<file path="src/rtl/alu_uart_sequencer.sv">
// rtl/alu_uart_sequencer.sv - UART frame collector / ALU request-response sequencer
// Optional partial-collection timeout enabled by defining ALU_SEQ_TIMEOUT_EN.
module alu_uart_sequencer #(
  parameter int NB_OP          = 6,
  parameter int NB_DATA        = 8,
  parameter int NB_FULL_DATA   = 10,
  parameter int TIMEOUT_CYCLES = 1000000
) (
  input  logic                    i_clk,
  input  logic                    i_reset,
  input  logic [NB_FULL_DATA-1:0] i_rx_data,
  input  logic                    i_rx_done,
  input  logic [NB_DATA-1:0]      i_alu_result,
  input  logic                    i_tx_done,
  output logic [NB_DATA-1:0]      o_operand1,
  output logic [NB_DATA-1:0]      o_operand2,
  output logic [NB_OP-1:0]        o_opcode,
  output logic [NB_DATA-1:0]      o_tx_data,
  output logic                    o_tx_start,
  output logic                    o_busy,
  output logic                    o_frame_err,
  output logic                    o_overrun
);

  typedef enum logic [1:0] {COLLECT, EXEC, SEND, WAIT_TX} state_e;

  if (TIMEOUT_CYCLES < 2) begin : g_bad_timeout
    $error("TIMEOUT_CYCLES must be at least 2");
  end

  state_e             state_q, state_d;
  logic [NB_DATA-1:0] operand1_q, operand1_d;
  logic [NB_DATA-1:0] operand2_q, operand2_d;
  logic [NB_OP-1:0]   opcode_q, opcode_d;
  logic [NB_DATA-1:0] tx_data_q, tx_data_d;
  logic               tx_start_q, tx_start_d;
  logic               busy_q, busy_d;
  logic               frame_err_q, frame_err_d;
  logic               overrun_q, overrun_d;
  logic               f1_q, f1_d;
  logic               f2_q, f2_d;
  logic               f3_q, f3_d;

  logic [1:0]         rx_tag;
  logic [NB_DATA-1:0] rx_payload;

  assign rx_tag     = i_rx_data[NB_DATA+1:NB_DATA];
  assign rx_payload = i_rx_data[NB_DATA-1:0];

`ifdef ALU_SEQ_TIMEOUT_EN
  localparam int CNT_W = $clog2(TIMEOUT_CYCLES);
  localparam logic [CNT_W-1:0] CNT_MAX = CNT_W'(TIMEOUT_CYCLES - 1);
  logic [CNT_W-1:0] cnt_q, cnt_d;
`endif

  always_comb begin
    state_d     = state_q;
    operand1_d  = operand1_q;
    operand2_d  = operand2_q;
    opcode_d    = opcode_q;
    tx_data_d   = tx_data_q;
    tx_start_d  = 1'b0;
    frame_err_d = 1'b0;
    overrun_d   = 1'b0;
    f1_d        = f1_q;
    f2_d        = f2_q;
    f3_d        = f3_q;

    case (state_q)
      COLLECT: begin
        if (i_rx_done) begin
          case (rx_tag)
            2'b00: begin
              operand1_d = rx_payload;
              f1_d       = 1'b1;
            end
            2'b01: begin
              operand2_d = rx_payload;
              f2_d       = 1'b1;
            end
            2'b10: begin
              opcode_d = rx_payload[NB_OP-1:0];
              f3_d     = 1'b1;
            end
            default: frame_err_d = 1'b1;
          endcase
          // Move on the same edge that stores the last missing field.
          if (f1_d && f2_d && f3_d) begin
            state_d = EXEC;
          end
        end
      end
      EXEC: begin
        tx_data_d  = i_alu_result;
        tx_start_d = 1'b1;
        f1_d       = 1'b0;
        f2_d       = 1'b0;
        f3_d       = 1'b0;
        state_d    = SEND;
      end
      SEND: begin
        state_d = WAIT_TX;
      end
      WAIT_TX: begin
        if (i_tx_done) begin
          state_d = COLLECT;
        end
      end
      default: state_d = COLLECT;
    endcase

    if (i_rx_done && (state_q != COLLECT)) begin
      overrun_d = 1'b1;
    end

`ifdef ALU_SEQ_TIMEOUT_EN
    cnt_d = cnt_q;
    if (i_rx_done) begin
      cnt_d = '0;
    end else if ((state_q == COLLECT) && (f1_q || f2_q || f3_q)) begin
      // Stale partial collection: forget the fields but keep register contents.
      if (cnt_q == CNT_MAX) begin
        cnt_d = '0;
        f1_d  = 1'b0;
        f2_d  = 1'b0;
        f3_d  = 1'b0;
      end else begin
        cnt_d = cnt_q + 1'b1;
      end
    end
`endif

    busy_d = (state_d != COLLECT);
  end

  always_ff @(posedge i_clk or posedge i_reset) begin
    if (i_reset) begin
      state_q     <= COLLECT;
      operand1_q  <= '0;
      operand2_q  <= '0;
      opcode_q    <= '0;
      tx_data_q   <= '0;
      tx_start_q  <= 1'b0;
      busy_q      <= 1'b0;
      frame_err_q <= 1'b0;
      overrun_q   <= 1'b0;
      f1_q        <= 1'b0;
      f2_q        <= 1'b0;
      f3_q        <= 1'b0;
`ifdef ALU_SEQ_TIMEOUT_EN
      cnt_q       <= '0;
`endif
    end else begin
      state_q     <= state_d;
      operand1_q  <= operand1_d;
      operand2_q  <= operand2_d;
      opcode_q    <= opcode_d;
      tx_data_q   <= tx_data_d;
      tx_start_q  <= tx_start_d;
      busy_q      <= busy_d;
      frame_err_q <= frame_err_d;
      overrun_q   <= overrun_d;
      f1_q        <= f1_d;
      f2_q        <= f2_d;
      f3_q        <= f3_d;
`ifdef ALU_SEQ_TIMEOUT_EN
      cnt_q       <= cnt_d;
`endif
    end
  end

  assign o_operand1  = operand1_q;
  assign o_operand2  = operand2_q;
  assign o_opcode    = opcode_q;
  assign o_tx_data   = tx_data_q;
  assign o_tx_start  = tx_start_q;
  assign o_busy      = busy_q;
  assign o_frame_err = frame_err_q;
  assign o_overrun   = overrun_q;

endmodule

</file>
<file path="config.mk">
export PLATFORM = sky130hd
export DESIGN_NAME = alu_uart_sequencer
export DESIGN_NICKNAME = d
export VERILOG_FILES = /design/src/rtl/alu_uart_sequencer.sv
export SDC_FILE = /design/constraint.sdc
export NUM_CORES = 1
export LEC_CHECK = 0
export BUFFER_PORTS_ARGS = -buffer_cell sky130_fd_sc_hd__buf_2
export CORE_MARGIN = 4
export CORE_UTILIZATION = 31
export CTS_CLUSTER_SIZE = 10
export DETAILED_ROUTE_END_ITERATION = 10
export HOLD_SLACK_MARGIN = 0.06
export SYNTH_ARGS = -nofsm -noshare
export SYNTH_HDL_FRONTEND = slang
export SYNTH_SLANG_ARGS = --single-unit
</file>
<file path="constraint.sdc">
create_clock -name i_clk -period 1.7 [get_ports i_clk]
set_input_delay 0.17 -clock i_clk [delete_from_list [all_inputs] [get_ports i_clk]]
set_output_delay 0.17 -clock i_clk [all_outputs]
set_load 0.02 [all_outputs]
</file>
==> results.sh, run 1 <==
export IMPL_grt_max_degree=27
export IMPL_clock_latency_ns=0.29
export IMPL_rows=25
export IMPL_p_comb_frac=0.391
export IMPL_instances_no_fill=214
export IMPL_timing_worst_setup_path_type="reg -> reg"
export IMPL_end_kind="flip-flop"
export IMPL_ant_nets=0
export IMPL_worst_pin_slew_ns=0.572
export IMPL_clk_transition_reported_paths_ns=0.07
export IMPL_crit_path_start="state_q[1]"
export IMPL_drt_iter0_drc=64
export IMPL_maxCapViolations=0
export IMPL_insertedDiodeCount=0
export IMPL_synthTopCellsByArea="dfrtp_1 65%, mux2_2 23%, nor3b_4 1.3%"
export IMPL_setup_tns_ns=0
export IMPL_grt_pass1_wl_um=5400
export IMPL_globalplace_congestion=0.654
export IMPL_crit_path_start_kind="flip-flop"
export IMPL_synth_nets=118
export IMPL_drc_errors=0
export IMPL_finClkSkew_ns=0.00509
export IMPL_period_needed_ns=1.47
export IMPL_start_util=0.319
export IMPL_overflow=0
export IMPL_die_w_um=77.5
export IMPL_p_sw_mw=1.43
export IMPL_drt_wl_total_um=3130
export IMPL_final_period_utilization=0.863
export IMPL_crit_required_ns=1.87
export IMPL_status="finished clean"
export IMPL_r2r_start="state_q[1]"
export IMPL_cp_arrival_ns=1.64
export IMPL_dr_pass1_iters=4
export IMPL_via_per_inst=4.62
export IMPL_cp_max_fo=6
export IMPL_hp_class="in -> reg"
export IMPL_vdd_drop_max_mv=0.934
export IMPL_core_mm2=0.00469
export IMPL_min_delay_start="i_alu_result[7]"
export IMPL_ys_ff_latch=39
export IMPL_rsz0062_at_grt="no"
export IMPL_via_count=989
export IMPL_final_area_mm2=0.00197
export IMPL_syn2layout_area_growth_pct=31.9
export IMPL_power_internal_mw=2.51
export IMPL_drt_wirelength_per_cell_um=14.6
export IMPL_slew_violations=0
export IMPL_fmax_mhz=681
export IMPL_slew_headroom=0.619
export IMPL_synth_top_area_cell="dfrtp_1"
export IMPL_pwr_share_clk=0.199
export IMPL_seq_power_share=0.410
export IMPL_synth_top_area_frac=0.653
export IMPL_grt_pass1_vias=1103
export IMPL_cts_tree="done"
export IMPL_cts_made_buffers=5
export IMPL_dp_cells=205
export IMPL_cts_sinks=39
export IMPL_post_cts_buffers=0
export IMPL_hold_violations=0
export IMPL_syn_inst=96
export IMPL_place_area_mm2=0.00184
export IMPL_pin_count=56
export IMPL_clockBufferDepth=2
export IMPL_leakage_nw=0.978
export IMPL_antenna_found_initial=0
export IMPL_cts_root_buffer="clkbuf_8"
export IMPL_io_buffers=55
export IMPL_htree_levels=2
export IMPL_syn_cell_area_mm2=0.00150
export IMPL_die_height_um=77.5
export IMPL_synth_distinct_cells=17
export IMPL_track_usage=0.117
export IMPL_powerDensity_mw_per_mm2=2000
export IMPL_dieArea_mm2=0.00600
export IMPL_hpwl_um=2380
export IMPL_sw_frac_of_total=0.363
export IMPL_drive_gt1_frac=0.625
export IMPL_yosysWarnings=0
export IMPL_synth_area_per_cell_um2=15.6
export IMPL_yosysSeqAreaShare=0.653
export IMPL_setup_viol=0
export IMPL_final_nets=181
==> layout make-up <==
| type | instances | area (um2) |
|---|---|---|
| clock buffer | 6 | 82.6 |
| fill | 443 | 2720 |
| clock inverter | 2 | 35.0 |
| tap | 54 | 67.6 |
| timing repair buffer | 57 | 305 |
| multi-input combinational | 54 | 498 |
| sequential | 39 | 976 |
| inverter | 2 | 7.51 |
==> cells in the mapped netlist <==
library cell	count
a21oi_1	2
a2bb2oi_1	1
and2b_2	2
and3_1	1
clkbuf_8	1
dfrtp_1	39
inv_1	2
mux2_2	31
mux2i_1	1
nand2_1	3
nand2_2	2
nor2_1	3
nor2b_1	2
nor3b_4	1
o21a_1	1
o21ai_0	3
o21bai_1	1
==> per-stage QoR <==
stage          total power, mW  setup slack [ns]  hold WS, ns  utilization
2_1_floorplan             2.64             0.399        0.292            -
4_1_cts                   4.01             0.238       0.0982        0.420
3_3_place_gp              3.13             0.302        0.241        0.393
5_1_grt                   4.19             0.172       0.0957        0.420
6_report                  3.94             0.232        0.115        0.420
3_5_place_dp              3.20             0.251        0.259        0.393
==> kinds of logic after synthesis <==
| logic type | share of synthesized area |
|---|---|
| flip-flops | 0.653 |
| buffers and inverters | 0.0142 |
| AND/OR/NAND/NOR | 0.0603 |
| multiplexers | 0.240 |
| AO/OA/AOI/OAI | 0.0326 |
==> cells in the final DEF (no fill, tap or decap), types with 2 or more instances in the layout <==
master / instances
nor2_1: 3
buf_2: 55
nand2_1: 3
nor2b_1: 2
clkbuf_8: 6
o21ai_0: 3
a21oi_1: 2
inv_1: 2
and2b_2: 2
nand2_2: 2
mux2_2: 31
dfrtp_1: 39
==> power groups by stage <==
stage                     logic (mW)  clock network, mW  registers, mW
after floorplan                0.552                  0           2.09
after global placement          1.53                  0           1.60
after detailed placement        1.57                  0           1.63
after CTS                       1.57              0.819           1.62
after global routing            1.66              0.857           1.67
final                           1.54              0.784           1.61
==> what timing repair did <==
item / in CTS / in global routing
hold buffers: 1 / 0
setup endpoints to repair: 0 / 0
resized for setup: 0 / 0
endpoints found under the hold margin: 13 / 0
==> sequential cells by signal, indices dropped and copies added (netlist names) <==
register,count
o_operand2,8
f2_q,1
o_busy,1
o_opcode,6
f3_q,1
o_frame_err,1
o_overrun,1
f1_q,1
state_q,2
o_operand1,8
o_tx_data,8
o_tx_start,1
==> worst max-delay path: stages, from the launching register on <==
cell and delay (ns):
dfrtp_1 0.46, nor3b_4 0.31, nand2_1 0.24, mux2_2 0.33
==> per-layer routing <==
metal  vias up  GRT usage  part of all wire
li1        458          -                 -
met1       493      0.132              0.39
met2        31      0.193              0.54
met3         7     0.0371             0.049
met4         0     0.0694             0.024
met5         -          0                 0
==> final timing paths <==
check	to	slack, ns	cells past startpoint
setup / recovery	o_opcode[3]	0.23	3
hold / removal	o_tx_data[7]	0.11	2
setup reg to reg	o_opcode[3]	0.23	3
hold reg to reg	o_tx_data[7]	0.50	1
max in group asynchronous	o_tx_data[6]	0.69	4
min in group asynchronous	o_operand1[6]	0.48	3
No activity file was read; power rests on OpenSTA's default activity.
==> run 2, diff against run 1 <==
--- a/config.mk
+++ b/config.mk
@@ -8,2 +8,3 @@
 export BUFFER_PORTS_ARGS = -buffer_cell sky130_fd_sc_hd__buf_2
+export CAP_MARGIN = 0
 export CORE_MARGIN = 4
==> constraint.sdc (replaced) <==
create_clock -name i_clk -period 1.7 [get_ports i_clk]
set_input_delay 0.085 -clock i_clk [delete_from_list [all_inputs] [get_ports i_clk]]
set_output_delay 0.085 -clock i_clk [all_outputs]
set_load 0.02 [all_outputs]
==> results.sh, run 2 (synthesis gave the netlist of run 1 again) <==
export IMPL_core_mm2=0.00469
export IMPL_cpPeakStageDelay_ns=0.46
export IMPL_worstRegToRegCells=3
export IMPL_crit_family="simple AND/OR/NAND/NOR gates"
export IMPL_syn2layout_area_growth_pct=43.3
export IMPL_min_delay_start="i_rx_data[9]"
export IMPL_fill_cells=424
export IMPL_finClkSkew_ns=0.00496
export IMPL_path_buf_inv=0
export IMPL_clock_latency_ns=0.29
export IMPL_cp_arrival_ns=1.64
export IMPL_mostFrequentLayoutCells="55 x buf_2, 39 x dfrtp_1, 31 x mux2_2"
export IMPL_worst_pin_slew_ns=0.571
export IMPL_reg2reg_slack_ns=0.23
export IMPL_final_nets=198
export IMPL_grt_pass1_wl_um=5750
export IMPL_cp_max_fo=6
export IMPL_final_period_utilization=0.864
export IMPL_final_common_cell="buf_2"
export IMPL_leakage_nw=1.05
export IMPL_place_area_mm2=0.00184
export IMPL_timing_worst_setup_path_type="reg -> reg"
export IMPL_insertedDiodeCount=0
export IMPL_hold_violations=0
export IMPL_cpMaxStageDelayCell="dfrtp_1"
export IMPL_htree_levels=2
export IMPL_worstHoldEndpoint="o_frame_err"
export IMPL_drt_iter0_drc=53
export IMPL_clk_transition_reported_paths_ns=0.07
export IMPL_rows=25
export IMPL_dieArea_mm2=0.00600
export IMPL_r2r_start="state_q[1]"
export IMPL_hpwl_um=2380
export IMPL_slew_headroom=0.619
export IMPL_dr_pass1_iters=4
export IMPL_start_util=0.319
export IMPL_vdd_drop_max_mv=0.935
export IMPL_cts_made_buffers=5
export IMPL_rsz0062_at_grt="no"
export IMPL_r2r_end="o_opcode[3]"
export IMPL_grt_pass1_vias=1171
export IMPL_ant_nets=0
export IMPL_drt_wirelength_per_cell_um=14.3
export IMPL_post_cts_resize_count=0
export IMPL_drc_errors=0
export IMPL_setup_tns_ns=0
export IMPL_slew_violations=0
export IMPL_cts_sinks=39
export IMPL_worstHoldPathCells=2
export IMPL_track_usage=0.125
export IMPL_maxCapViolations=0
export IMPL_overflow=0
export IMPL_powerDensity_mw_per_mm2=1860
export IMPL_fmax_mhz=681
export IMPL_end_kind="flip-flop"
export IMPL_die_height_um=77.5
export IMPL_status="finished clean"
export IMPL_crit_required_ns=1.87
export IMPL_antenna_found_initial=0
export IMPL_grt_max_degree=27
export IMPL_setup_viol=0
export IMPL_hp_class="in -> reg"
export IMPL_globalplace_congestion=0.654
export IMPL_cts_root_buffer="clkbuf_8"
export IMPL_drt_wl_total_um=3300
export IMPL_io_buffers=55
export IMPL_pin_count=56
export IMPL_drive_gt1_frac=0.565
export IMPL_period_needed_ns=1.47
export IMPL_final_area_mm2=0.00214
export IMPL_via_per_inst=4.55
export IMPL_crit_chain="nor3b_4 > nand2_1 > mux2_2"
export IMPL_cts_tree="done"
export IMPL_clockBufferDepth=2
export IMPL_via_count=1051
export IMPL_die_w_um=77.5
export IMPL_crit_path_start_kind="flip-flop"
-- run 2: final cells by class --
cell class / count / area, um2 / area share
Clock buffer: 6 / 82.6 / 0.0386
Clock inverter: 2 / 35.0 / 0.0164
Inverter: 2 / 7.51 / 0.00350
Multi-Input combinational cell: 54 / 498 / 0.232
Sequential cell: 39 / 976 / 0.456
Tap cell: 54 / 67.6 / 0.0315
Timing Repair Buffer: 74 / 475 / 0.222
-- run 2: worst reg2reg max path, cell delays in order (launching register included) --
cell     delay, ns
dfrtp_1       0.46
nor3b_4       0.32
nand2_1       0.25
mux2_2        0.33
-- run 2: power by group --
part / leakage [nW] / total (mW) / switching, mW / internal (mW)
clock network: 0.0612 / 0.785 / 0.310 / 0.475
logic: 0.515 / 1.58 / 0.887 / 0.691
registers: 0.473 / 1.62 / 0.247 / 1.37
-- run 2: stage by stage --
step | util | total power, mW | worst slack, ns | std cells | hold WS [ns]
after global routing | 0.457 | 4.23 | 0.170 | 231 | 0.104
after floorplan | - | 2.64 | 0.399 | 96 | 0.207
after detailed placement | 0.393 | 3.20 | 0.251 | 205 | 0.174
after CTS | 0.457 | 4.04 | 0.238 | 231 | 0.0864
final | 0.457 | 3.98 | 0.231 | 231 | 0.103
after global placement | 0.393 | 3.13 | 0.302 | 205 | 0.156
-- run 2: layer usage --
metal,routed length (um),global-route usage,up-vias
li1,-,-,491
met1,1290,0.141,523
met2,1780,0.211,30
met3,148,0.0360,7
met4,75,0.0694,0
met5,0,0,-
-- run 2: how the worst max path moves through the flow --
stage / start / endpoint / slack [ns] / cells past startpoint
floorplan: state_q[1] / o_opcode[0] / 0.40 / 3
global placement: state_q[1] / o_opcode[3] / 0.30 / 3
detailed placement: state_q[1] / o_opcode[3] / 0.25 / 3
CTS: state_q[1] / o_opcode[3] / 0.24 / 3
global route: state_q[1] / o_opcode[3] / 0.17 / 3
finish: state_q[1] / o_opcode[3] / 0.23 / 3
-- run 2: repair_timing --
action / CTS / global route
setup endpoints to repair: 0 / 0
buffers inserted: 0 / 0
hold buffers: 18 / 0
endpoints found under the hold margin: 43 / 0
==> run 3, diff against run 2 <==
Settings changed: CORE_UTILIZATION 31 to 35.
==> results.sh, run 3 (synthesis gave the netlist of run 1 again) <==
export IMPL_busiest_layer="met2"
export IMPL_clock_latency_ns=0.28
export IMPL_p_sw_mw=1.43
export IMPL_grt_pass1_vias=1111
export IMPL_rsz0062_at_grt="no"
export IMPL_r2r_start="state_q[1]"
export IMPL_clockBufferDepth=2
export IMPL_final_common_cell="buf_2"
export IMPL_pin_count=56
export IMPL_worstRegToRegCells=3
export IMPL_setup_viol=0
export IMPL_mostFrequentLayoutCells="55 x buf_2, 39 x dfrtp_1, 31 x mux2_2"
export IMPL_grt_max_degree=40
export IMPL_grt_pass1_wl_um=5190
export IMPL_timing_worst_setup_path_type="reg -> reg"
export IMPL_post_cts_buffers=0
export IMPL_pwr_share_clk=0.190
export IMPL_r2r_end="o_opcode[0]"
export IMPL_power_total_mw=3.92
export IMPL_globalplace_congestion=0.674
export IMPL_antenna_found_initial=0
export IMPL_leakage_nw=1.04
export IMPL_power_internal_mw=2.49
export IMPL_post_cts_resize_count=0
export IMPL_overflow=0
export IMPL_via_per_inst=4.57
export IMPL_period_needed_ns=1.48
export IMPL_reg2reg_slack_ns=0.22
export IMPL_instances_no_fill=227
export IMPL_endpoint="o_opcode[0]"
export IMPL_insertedDiodeCount=0
export IMPL_fill_cells=364
export IMPL_grt_met1_usage=0.137
export IMPL_min_delay_start="i_rx_data[8]"
export IMPL_cts_made_buffers=5
export IMPL_io_buffers=55
export IMPL_status="finished clean"
export IMPL_dieArea_mm2=0.00538
export IMPL_finClkSkew_ns=0.00573
export IMPL_die_height_um=73.4
export IMPL_vdd_drop_max_mv=0.766
export IMPL_worst_pin_slew_ns=0.484
export IMPL_hpwl_um=2260
export IMPL_drive_gt1_frac=0.565
export IMPL_drt_iter0_drc=39
export IMPL_drc_errors=0
export IMPL_sw_frac_of_total=0.365
export IMPL_clk_transition_reported_paths_ns=0.08
export IMPL_crit_path_start="state_q[1]"
export IMPL_die_w_um=73.4
export IMPL_via_count=1037
export IMPL_cp_max_fo=6
export IMPL_end_kind="flip-flop"
export IMPL_seq_power_share=0.408
export IMPL_setup_tns_ns=0
export IMPL_slew_headroom=0.678
export IMPL_use_met2=0.230
export IMPL_start_util=0.368
export IMPL_hold_buffers=18
export IMPL_hp_class="in -> reg"
export IMPL_cts_tree="done"
export IMPL_powerDensity_mw_per_mm2=1850
export IMPL_dp_cells=201
export IMPL_drt_wl_total_um=3130
export IMPL_cp_arrival_ns=1.65
export IMPL_dr_pass1_iters=2
export IMPL_core_mm2=0.00406
export IMPL_cts_root_buffer="clkbuf_8"
export IMPL_ant_nets=0
export IMPL_maxCapViolations=0
export IMPL_hold_violations=0
export IMPL_slew_violations=0
export IMPL_crit_path_start_kind="flip-flop"
export IMPL_fmax_mhz=678
export IMPL_final_nets=198
export IMPL_gr_usage_met3=0.0383
export IMPL_rows=23
export IMPL_cts_sinks=39
export IMPL_track_usage=0.128
export IMPL_drt_wirelength_per_cell_um=13.8
export IMPL_crit_required_ns=1.87
export IMPL_final_period_utilization=0.868
export IMPL_syn2layout_area_growth_pct=41.8
export IMPL_p_comb_frac=0.401
export IMPL_htree_levels=2
[run 3: per-layer routing]
metal,vias up,routed length (um)
met5,-,0
met4,0,63
met3,5,201
met2,27,1740
met1,509,1130
li1,496,-
[run 3: worst min path at each step]
stage,endpoint,slack (ns),cells past startpoint
after floorplan,o_overrun,0.21,1
after global placement,o_tx_start,0.22,3
after detailed placement,o_tx_data[3],0.23,3
after CTS,o_frame_err,0.09,2
after global routing,o_frame_err,0.11,2
final,o_frame_err,0.1,2
[run 3: area by class of cell]
| type | count | area (um2) | area share |
|---|---|---|---|
| Sequential cell | 39 | 976 | 0.460 |
| Multi-Input combinational cell | 54 | 498 | 0.235 |
| Timing Repair Buffer | 74 | 463 | 0.218 |
| Clock buffer | 5 | 68.8 | 0.0325 |
| Tap cell | 50 | 62.6 | 0.0295 |
| Clock inverter | 3 | 43.8 | 0.0207 |
| Inverter | 2 | 7.51 | 0.00354 |
[run 3: worst max-delay path: stages (launching register included)]
cell and delay [ns]:
dfrtp_1 0.45, nor3b_4 0.30, nand2_1 0.26, mux2_2 0.35
[run 3: through the flow]
| stage | hold slack [ns] | util | setup slack, ns | instance area (um2) |
|---|---|---|---|---|
| 2_1_floorplan | 0.207 | - | 0.399 | 1500 |
| 3_3_place_gp | 0.216 | 0.450 | 0.269 | 1830 |
| 3_5_place_dp | 0.231 | 0.450 | 0.231 | 1830 |
| 4_1_cts | 0.0878 | 0.522 | 0.226 | 2120 |
| 5_1_grt | 0.106 | 0.522 | 0.158 | 2120 |
| 6_report | 0.0995 | 0.522 | 0.225 | 2120 |
[run 3: power by group through the flow]
| stage | registers (mW) | logic (mW) | clock network, mW |
|---|---|---|---|
| finish | 1.60 | 1.58 | 0.747 |
| global route | 1.67 | 1.69 | 0.801 |
| CTS | 1.61 | 1.60 | 0.780 |
| detailed placement | 1.62 | 1.57 | 0 |
| global placement | 1.60 | 1.53 | 0 |
| floorplan | 2.09 | 0.552 | 0 |
